--- src/rtl/irq_pending_reg.sv ---
// Eight-line interrupt pending register: synchronises async requests, latches rising edges,
// tracks per-line overflow and flags bad acks. Optional mask port via IRQ_PENDING_MASK_EN.
module irq_pending_reg #(
   parameter int SYNC_STAGES = 2
) (
   input  logic       clk,
   input  logic       rst_n,
   input  logic [7:0] req,
   input  logic       ack,
   input  logic [2:0] ack_id,
   input  logic       ovf_clr,
`ifdef IRQ_PENDING_MASK_EN
   input  logic [7:0] mask,
`endif
   output logic [7:0] pend,
   output logic       irq_valid,
   output logic [7:0] ovf,
   output logic       ack_err
);

   logic [7:0] sync_last;
   logic [7:0] dly_reg;
   logic [7:0] rise;
   logic [7:0] ack_hit;
   logic [7:0] pending_reg;
   logic [7:0] pending_next;
   logic [7:0] ovf_reg;
   logic [7:0] ovf_next;
   logic       ack_err_reg;
   logic       ack_err_next;

   genvar gi;
   generate
      for (gi = 0; gi < 8; gi++) begin : g_line
         logic [SYNC_STAGES-1:0] chain_reg;

         always_ff @(posedge clk or negedge rst_n) begin
            if (!rst_n) chain_reg <= '0;
            else        chain_reg <= {chain_reg[SYNC_STAGES-2:0], req[gi]};
         end

         assign sync_last[gi] = chain_reg[SYNC_STAGES-1];
         assign rise[gi]      = sync_last[gi] & ~dly_reg[gi];
         assign ack_hit[gi]   = ack && (ack_id == 3'(gi));

         // A detected edge always wins over a same-cycle ack for the same line.
         assign pending_next[gi] = rise[gi] | (pending_reg[gi] & ~ack_hit[gi]);
         assign ovf_next[gi]     = (rise[gi] & pending_reg[gi] & ~ack_hit[gi])
                                 | (ovf_reg[gi] & ~ovf_clr);
      end
   endgenerate

   assign ack_err_next = ack & ~pending_reg[ack_id];

   always_ff @(posedge clk or negedge rst_n) begin
      if (!rst_n) begin
         dly_reg     <= '0;
         pending_reg <= '0;
         ovf_reg     <= '0;
         ack_err_reg <= 1'b0;
      end else begin
         dly_reg     <= sync_last;
         pending_reg <= pending_next;
         ovf_reg     <= ovf_next;
         ack_err_reg <= ack_err_next;
      end
   end

   assign ovf     = ovf_reg;
   assign ack_err = ack_err_reg;

`ifdef IRQ_PENDING_MASK_EN
   // Mask acts only on the outputs so masked lines keep latching and overflowing.
   assign pend      = pending_reg & ~mask;
   assign irq_valid = |pend;
`else
   logic irq_valid_reg;

   always_ff @(posedge clk or negedge rst_n) begin
      if (!rst_n) irq_valid_reg <= 1'b0;
      else        irq_valid_reg <= |pending_next;
   end

   assign pend      = pending_reg;
   assign irq_valid = irq_valid_reg;
`endif

endmodule

--- config.mk ---
export PLATFORM = sky130hd
export DESIGN_NAME = irq_pending_reg
export DESIGN_NICKNAME = d
export VERILOG_FILES = /design/src/rtl/irq_pending_reg.sv
export SDC_FILE = /design/constraint.sdc
export NUM_CORES = 1
export LEC_CHECK = 0
export CAP_MARGIN = 10
export CORE_MARGIN = 3
export CORE_UTILIZATION = 51
export CTS_CLUSTER_DIAMETER = 30
export DETAILED_ROUTE_END_ITERATION = 7
export PLACE_DENSITY = 0.81
export SYNTH_ARGS = -nofsm -noshare
export SYNTH_HDL_FRONTEND = slang
export SYNTH_SLANG_ARGS = --single-unit
--- constraint.sdc ---
create_clock -name clk -period 3.5 [get_ports clk]
set_input_delay 0.7 -clock clk [delete_from_list [all_inputs] [get_ports clk]]
set_output_delay 0.7 -clock clk [all_outputs]
set_load 0.01 [all_outputs]
Word-level counts from Yosys, hierarchy flattened. Index checks and enable logic that the tools add are counted. Widths: inputs -> output; s select.

Order comparisons: 1. Equal/unequal tests: 7. Muxes and demuxes: 2. Bitwise gates (word level): 75. Reductions and logical operators: 10.

Operators with widths (count): $and 1x1->1 (41); $not 1->1 (18); $or 1x1->1 (16); $eq 3x3->1 const B (4); $logic_and 1x1->1 (8); $reduce_or 8->1 (1); $eq 3x2->1 const B (2); $lt 3x4->1 const B (1); $bmux 1 s3 (1); $eq 3x1->1 const B (1); $logic_not 3->1 (1); $mux 1 (1).

Register bits: 42. Input bits: 15. Output and inout port bits: 18. Word-level logic and storage cells: 108.

Longest topological paths before layout. Gate-level depths: netlist of run 1.

Depth in word-level cells: 6. Mapped depth: 5. Depth with buffers taken out: 4.

Least setup slack after synthesis of run 1. No wires, ideal clock.

Kind: input -> register. Start point: in ack_id[0]. End point: reg irq_valid_reg, in the netlist irq_valid. Library setup time: 0.139 ns. Arrival: 1.725 ns. Required time: 3.361 ns. Path slack: 1.636 ns. Stages on the path: 5. Path buffers: 1. Path through: buf_6 > nand2b_1 > o21ai_1 > nand4_1 > or4_1.

Cells in the longest elaborated chain, start to end: 6. Elaborated cells between the ends (all ways): 41. Those cells by class: 7 x eq/ne; 24 x bitwise; 10 x reduce/logical.

RTL lines: start, declared (line 10) `input logic [2:0] ack_id,`; $eq 3x1->1 (tied with other cells) (line 44) `assign ack_hit[gi] = ack && (ack_id == 3'(gi));`; $logic_and 1x1->1 (line 44); $not 1->1 (line 47) `assign pending_next[gi] = rise[gi] | (pending_reg[gi] & ~ack_hit[gi]);`; $and 1x1->1 (line 47); $or 1x1->1 (line 47); $reduce_or 8->1 (*) (line 81) `else irq_valid_reg <= |pending_next;`; end signal, assigned (line 81); end, declared (line 77) `logic irq_valid_reg;`.

Mark *: on every way between the ends. The rest lies on a longest branch, timed or not.

Final worst setup path of run 1. Ends and elaborated chain as after synthesis.

==> results.rst, run 1 <==
.. list-table::
   :header-rows: 1

   * - Metric
     - Value
   * - Result of the run
     - finished clean
   * - Setup Skew
     - 0.009368 ns
   * - Data required time at the worst endpoint
     - 3.73 ns
   * - Ordered cell list for the critical path
     - clkdlybuf4s50_1, nand2b_1, o21ai_1, nand4_1, or4_1
   * - Synth Area per Inst
     - 14.32 um2
   * - Initial antenna violation count
     - 0
   * - Endpoints failing setup
     - 0
   * - Synthesis Warnings
     - 0
   * - Most common cell in the synthesized netlist
     - sky130_fd_sc_hd__dfrtp_1
   * - Share of layout cells above drive strength 1
     - 5.882%
   * - Flip-flop count of the largest register, all copies and words added
     - 16
   * - Least-Margin Pin Slew
     - 0.8689 ns
   * - Ranking of synthesized cells by instance count
     - 42 x sky130_fd_sc_hd__dfrtp_1, 11 x sky130_fd_sc_hd__nand2b_1, 10 x sky130_fd_sc_hd__nand2_1
   * - Fin area
     - 0.001817 mm2
   * - Placed inst area
     - 0.001742 mm2
   * - Cell taking the most area after synthesis
     - sky130_fd_sc_hd__dfrtp_1
   * - Category of the critical setup timing path
     - in -> reg
   * - Synthesized instance count
     - 98
   * - Hold-fix buffer count after cts
     - 0
   * - Post-DRT Antenna Nets
     - 0
   * - Power per unit of standard cell area
     - 521.4 mW/mm2
   * - First-pass GRT wire length
     - 4181 um
   * - Biggest area contributors in the synthesized netlist
     - sky130_fd_sc_hd__dfrtp_1 75%, sky130_fd_sc_hd__nand2b_1 4.9%, sky130_fd_sc_hd__mux4_1 3.7%
   * - Post-synth top flop
     - sky130_fd_sc_hd__dfrtp_1
   * - Placed instance count
     - 158
   * - Clk sinks
     - 42
   * - Cell depth of the worst min-delay path
     - 0
   * - Launch point of the critical path
     - ack_id[0]
   * - Sort of element at the end of the critical path
     - register
   * - Clock buffers created by TritonCTS
     - 5
   * - DRC
     - 0
   * - Maximum fanout along the worst path
     - 7
   * - Full die area
     - 0.003418 mm2
   * - H-tree levels
     - 2
   * - Worst EP arrival
     - 2.38 ns
   * - Via count of the first global-routing pass
     - 896
   * - Type of the tightest min-delay check
     - reg -> reg
   * - Crit path setup slack, layout
     - 1.352 ns
   * - Initial detailed-routing violation count
     - 25
   * - Drt total wl
     - 2445 um
   * - Clk_lat worst skew
     - 0.34 ns
   * - Overflow after GRT
     - 0
   * - Power share of the clock group
     - 30.9%
   * - All-Layer GR Usage
     - 17.05%
   * - Min cycle time layout
     - 2.148 ns
   * - Core footprint
     - 0.002545 mm2
   * - Cell Int Power
     - 0.7337 mW
   * - Reg-to-reg endpoint
     - irq_valid
   * - Hold Vio Cnt, Final
     - 0
   * - Count of cells along the worst register-to-register path
     - 3
   * - CTS Root Cell
     - sky130_fd_sc_hd__clkbuf_4
   * - Fraction of the core area covered by cells at the end of the flow
     - 71.39%
   * - Combinational power share
     - 12.6%
   * - Maximum number of pins on one net before global-route repair
     - 43
   * - Maximum count of clock buffers along a single path
     - 2
   * - Post-layout nets
     - 150
   * - Final cell count without fillers
     - 166
   * - Worst vdd rail ir drop
     - 0.0004779 V
   * - Antenna diodes
     - 0
   * - Post-Route Setup TNS
     - 0 ns
   * - Worst stage delay on the critical path
     - 0.55 ns
   * - Worst Setup Slack post-DPL
     - 0.9986 ns
   * - CTS tree
     - built
   * - Via-per-instance ratio
     - 5.440
   * - R2R Setup Slk
     - 2.16 ns
   * - Clk slew on worst S/H paths
     - 0.11 ns
   * - Sequential share of the synthesized area
     - 74.87%
   * - Die H
     - 58.47 um
   * - Row count
     - 18
   * - Area share of the leading cell type in the synthesized netlist
     - 74.87%
   * - Crit start category
     - input pin
   * - Switching power of the nets
     - 0.2135 mW
   * - Die X
     - 58.47 um
   * - Area delta synth->final
     - 29.41%
   * - Hold path startpoint
     - g_line[6].chain_reg[0]
   * - Total via count after detailed routing
     - 903
   * - Sink of the worst hold path
     - g_line[6].chain_reg[1]
   * - Final cycle utilization of the critical path
     - 61.37%
   * - Reg-to-reg critical path startpoint
     - pend[6]
   * - Net count after synthesis
     - 113
   * - Fin. max-slew vios
     - 0
   * - F_max
     - 0.4655 GHz
   * - Global placement routability congestion
     - 0.7632
   * - Drt pass-1 iters
     - 4
   * - Count of state elements after synthesis
     - 42
   * - Net switching share of the total power
     - 22.54%
   * - Count of input and output buffers
     - 32
   * - LEAKAGE
     - 0.7653 nW
   * - Number of gates resized after CTS
     - 0
   * - Number of post-CTS setup repair buffers
     - 0
   * - DP HPWL
     - 1794 um
   * - Total of max-cap violations
     - 0
   * - Overall power consumption
     - 0.9472 mW
   * - Top-level I/O count
     - 33
   * - Effective utilization at floorplan
     - 55.16%
   * - Routed len/inst
     - 14.73 um
   * - Number of unique standard cell types used by synthesis
     - 15
   * - EDFF count, synth
     - 0
   * - RSZ-0062 raised after global routing
     - no
   * - Asr flop ratio synth
     - 100.0%
   * - Part of the power in registers
     - 56.5%
   * - Area of the mapped netlist
     - 0.001404 mm2
   * - Max stage delay cell, worst path
     - sky130_fd_sc_hd__clkdlybuf4s50_1
   * - Hold slack final
     - 0.3549 ns
   * - Headroom to the max-slew limit
     - 42.07%
## final cells by class
class | instances | area, um2
fillers | 177 | 728.2
flip-flops and latches | 42 | 1051
clock inverters | 1 | 30.03
clock buffers | 7 | 45.04
repair buffers | 32 | 315.3
well taps | 30 | 37.54
multi-input cells | 46 | 307.8
inverters | 8 | 30.03
## power groups by stage
stage	Sequential (mW)	Clock (mW)	Combinational (mW)
2_1_floorplan	0.550	0	0.0386
3_3_place_gp	0.543	0	0.117
3_5_place_dp	0.545	0	0.121
4_1_cts	0.535	0.300	0.122
5_1_grt	0.539	0.327	0.131
6_report	0.535	0.293	0.120
## per-layer routing
metal  global-route usage, %  vias to the layer above  wire, um  part of all wire, %
met5                       0                        -         0                    0
met4                   7.947                        0        63                  2.6
met3                   6.798                       10       194                  7.9
met2                   26.95                       36      1202                   49
met1                   20.48                      448       984                   40
li1                        -                      409         -                    -
## how the worst max path moves through the flow
stage	slack, ns	cells after the start	end
after floorplan	1.64	5	irq_valid
after global placement	1.03	5	irq_valid
after detailed placement	1.0	5	irq_valid
after CTS	1.37	5	irq_valid
after global routing	1.26	5	irq_valid
final	1.35	5	irq_valid
## logic make-up after synthesis
logic type	synth area share, %
flip-flops	74.87
AND/OR/NAND/NOR	10.34
AO/OA/AOI/OAI	7.130
buffers and inverters	3.208
multiplexers	4.456
## placed cells by master (no fill, tap or decap), drive strengths merged
| master | Yosys | final |
|---|---|---|
| dfrtp | 42 | 42 |
| nand2 | 10 | 10 |
| bufinv | 0 | 1 |
| clkbuf | 0 | 7 |
| nand2b | 11 | 11 |
| buf | 2 | 1 |
| clkdlybuf4s50 | 0 | 31 |
| mux2i | 1 | 1 |
| mux4 | 2 | 2 |
| or4 | 1 | 1 |
| and2 | 1 | 1 |
| inv | 8 | 8 |
| o31ai | 2 | 2 |
| nand4 | 4 | 4 |
| o21ai | 6 | 6 |
| o22ai | 8 | 8 |
## worst max-delay path: cells and delay by family
| family | cells | cell delay (ns) |
|---|---|---|
| simple gates | 3 | 0.87 |
| compound gates | 1 | 0.25 |
| buf+inv | 1 | 0.55 |
No activity file was read; power rests on OpenSTA's default activity.
==> inputs of run 2 (changes only) <==
--- a/config.mk
+++ b/config.mk
@@ -7,10 +7,10 @@
 export LEC_CHECK = 0
 export CAP_MARGIN = 10
 export CORE_MARGIN = 3
-export CORE_UTILIZATION = 51
+export CORE_UTILIZATION = 43
 export CTS_CLUSTER_DIAMETER = 30
 export DETAILED_ROUTE_END_ITERATION = 7
-export PLACE_DENSITY = 0.81
+export PLACE_DENSITY = 0.73
 export SYNTH_ARGS = -nofsm -noshare
 export SYNTH_HDL_FRONTEND = slang
 export SYNTH_SLANG_ARGS = --single-unit
==> constraint.sdc (replaced) <==
create_clock -name clk -period 1.9 [get_ports clk]
set_input_delay 0.38 -clock clk [delete_from_list [all_inputs] [get_ports clk]]
set_output_delay 0.38 -clock clk [all_outputs]
set_load 0.01 [all_outputs]
==> run 2 against run 1 <==
Effect of this change: non-clock buffer count rose by 14; combinational power is 110% higher; setup slack worse by 1.2 ns; global-route usage shrank 2.2 points; clock-buffer cell count did not move; worst hold slack improved by 0.0022 ns; sequential cell count stayed put; sequential power is 84% higher; die area grew 17%.
==> results.rst, run 2 (same netlist as run 1, synthesis figures left out) <==
.. list-table::
   :header-rows: 1

   * - Metric
     - Value
   * - DP HPWL
     - 1966 um (+9.6%)
   * - Maximum fanout along the worst path
     - 6 (-1)
   * - Part of the power in registers
     - 58.3% (+1.8 points)
   * - Crit start category
     - input pin
   * - Flip-flop count of the largest register, all copies and words added
     - 16 (unchanged)
   * - Overflow after GRT
     - 0 (unchanged)
   * - Hold slack final
     - 0.3571 ns (+0.002172 ns)
   * - CTS tree
     - built
   * - Maximum count of clock buffers along a single path
     - 2 (unchanged)
   * - Worst EP arrival
     - 1.95 ns (-0.43 ns)
   * - Net switching share of the total power
     - 24.40% (+1.9 points)
   * - Clk slew on worst S/H paths
     - 0.12 ns (about the same)
   * - Leading cell types in the layout, fill and taps excluded
     - 42 x sky130_fd_sc_hd__dfrtp_1, 31 x sky130_fd_sc_hd__clkdlybuf4s50_1, 13 x sky130_fd_sc_hd__buf_4
   * - Core footprint
     - 0.003078 mm2 (+21%)
   * - F_max
     - 0.5809 GHz
   * - Via count of the first global-routing pass
     - 992 (+11%)
   * - Data required time at the worst endpoint
     - 2.13 ns (-1.60 ns)
   * - H-tree levels
     - 2 (unchanged)
   * - Row count
     - 20 (+2)
   * - Combinational power share
     - 15.0% (+2.4 points)
   * - GR Util met2
     - 23.85% (-3.1 points)
   * - Power per unit of standard cell area
     - 878.4 mW/mm2 (+68%)
   * - LEAKAGE
     - 0.8305 nW (+8.5%)
   * - Via-per-instance ratio
     - 4.814 (-11%)
   * - Endpoints failing setup
     - 0 (unchanged)
   * - Cell depth of the worst min-delay path
     - 0 (unchanged)
   * - Final cell count without fillers
     - 194 (+17%)
   * - Fraction of the core area covered by cells at the end of the flow
     - 62.60% (-8.8 points)
   * - Drt pass-1 iters
     - 4 (unchanged)
   * - Least-Margin Pin Slew
     - 0.4836 ns (-0.3854 ns)
   * - Met1 Use GR
     - 16.63% (-3.9 points)
   * - Clock buffers created by TritonCTS
     - 5 (unchanged)
   * - Number of post-CTS setup repair buffers
     - 0 (unchanged)
   * - Count of cells along the worst register-to-register path
     - 3 (unchanged)
   * - Crit path setup slack, layout
     - 0.1784 ns (-1.174 ns)
   * - Post-layout nets
     - 164 (+9.3%)
   * - Clk_lat worst skew
     - 0.35 ns (about the same)
   * - Maximum number of pins on one net before global-route repair
     - 23 (-47%)
   * - Final cycle utilization of the critical path
     - 90.61%
   * - Result of the run
     - finished clean
   * - Setup Skew
     - 0.005232 ns (-0.004136 ns)
   * - Drt total wl
     - 2660 um (+8.8%)
   * - Antenna diodes
     - 0 (unchanged)
   * - Worst vdd rail ir drop
     - 0.0005340 V (+12%)
   * - Hold Vio Cnt, Final
     - 0 (unchanged)
   * - Power share of the clock group
     - 26.7% (-4.2 points)
   * - Routed len/inst
     - 13.71 um (-6.9%)
   * - Full die area
     - 0.003987 mm2 (+17%)
   * - Post-DRT Antenna Nets
     - 0 (unchanged)
   * - Initial detailed-routing violation count
     - 34 (+36%)
   * - Type of the tightest min-delay check
     - reg -> reg
   * - Die H
     - 63.14 um (+8.0%)
   * - Worst Setup Slack post-DPL
     - -0.1817 ns (-1.180 ns)
   * - Switching power of the nets
     - 0.4129 mW (+93%)
   * - Top-level I/O count
     - 33 (unchanged)
   * - Count of input and output buffers
     - 32 (unchanged)
   * - Total via count after detailed routing
     - 934 (+3.4%)
   * - CTS Root Cell
     - sky130_fd_sc_hd__clkbuf_4
   * - RSZ-0062 raised after global routing
     - no
   * - Headroom to the max-slew limit
     - 67.76% (+26 points)
   * - Share of layout cells above drive strength 1
     - 14.67% (+8.8 points)
   * - DRC
     - 0 (unchanged)
   * - Effective utilization at floorplan
     - 45.61% (-9.6 points)
   * - Area delta synth->final
     - 37.26%
   * - First-pass GRT wire length
     - 4498 um (+7.6%)
   * - Die X
     - 63.14 um (+8.0%)
   * - Cell Int Power
     - 1.280 mW (+74%)
   * - Placed instance count
     - 185 (+17%)
   * - All-Layer GR Usage
     - 14.85% (-2.2 points)
   * - Global-route layer with the greatest usage
     - met2
   * - Global placement routability congestion
     - 0.8606 (+13%)
   * - Number of gates resized after CTS
     - 0 (unchanged)
   * - Total of max-cap violations
     - 0 (unchanged)
   * - Initial antenna violation count
     - 0 (unchanged)
   * - Sort of element at the end of the critical path
     - register
   * - Min cycle time layout
     - 1.722 ns
   * - Fin. max-slew vios
     - 0 (unchanged)
   * - Clk sinks
     - 42 (unchanged)
   * - Met3 routing resource usage after global routing
     - 6.774% (-0.025 points)
   * - Commonest non-fill, non-tap cell in the layout
     - sky130_fd_sc_hd__dfrtp_1
   * - Category of the critical setup timing path
     - in -> reg
-- run 2: layout make-up --
| type | instances | area, um2 |
|---|---|---|
| Fill cell | 248 | 1151 |
| Timing Repair Buffer | 46 | 422.9 |
| Multi-Input combinational cell | 46 | 307.8 |
| Clock buffer | 7 | 55.05 |
| Sequential cell | 42 | 1051 |
| Clock inverter | 1 | 5.005 |
| Inverter | 8 | 30.03 |
| Tap cell | 44 | 55.05 |
-- run 2: stage by stage --
step | instance area [um2] | setup TNS [ns] | power [mW]
2_1_floorplan | 1404 | 0 | 1.085
4_1_cts | 1927 | 0 | 1.714
3_3_place_gp | 1857 | -0.1952 | 1.250
6_report | 1927 | 0 | 1.693
3_5_place_dp | 1857 | -0.2990 | 1.261
5_1_grt | 1927 | 0 | 1.780
-- run 2: per-layer routing --
| metal | share of wire (%) | routed length, um | vias up |
|---|---|---|---|
| met2 | 51 | 1353 | 31 |
| met5 | 0 | 0 | - |
| li1 | - | - | 440 |
| met1 | 41 | 1079 | 458 |
| met3 | 7.3 | 195 | 5 |
| met4 | 1.2 | 31 | 0 |
-- run 2: final timing paths --
kind / startpoint / end / slack (ns)
setup reg to reg: pend[5] / irq_valid / 0.60
hold / removal: g_line[7].chain_reg[0] / g_line[7].chain_reg[1] / 0.36
hold reg to reg: g_line[7].chain_reg[0] / g_line[7].chain_reg[1] / 0.36
min in group asynchronous: rst_n / ovf[4] / 0.50
max in group asynchronous: rst_n / ovf[1] / 0.75
setup / recovery: ack_id[2] / irq_valid / 0.18
-- run 2: repair_timing --
item / CTS / global route
endpoints found under the setup margin: 0 / 0
hold buffers: 1 / 0
hold endpoints to repair: 21 / 0
-- run 2: critical path, stage by stage --
cell and delay, ns:
sky130_fd_sc_hd__clkdlybuf4s50_1 0.61, sky130_fd_sc_hd__nand2_1 0.12, sky130_fd_sc_hd__o21ai_1 0.20, sky130_fd_sc_hd__nand4_1 0.12, sky130_fd_sc_hd__or4_1 0.52
-- run 2: power by group through the flow --
| stage | sequential (mW) | combinational (mW) | clock, mW |
|---|---|---|---|
| floorplan | 1.01 | 0.0711 | 0 |
| global placement | 1.00 | 0.249 | 0 |
| detailed placement | 1.01 | 0.254 | 0 |
| CTS | 0.988 | 0.257 | 0.469 |
| global route | 0.995 | 0.276 | 0.510 |
| finish | 0.987 | 0.254 | 0.452 |
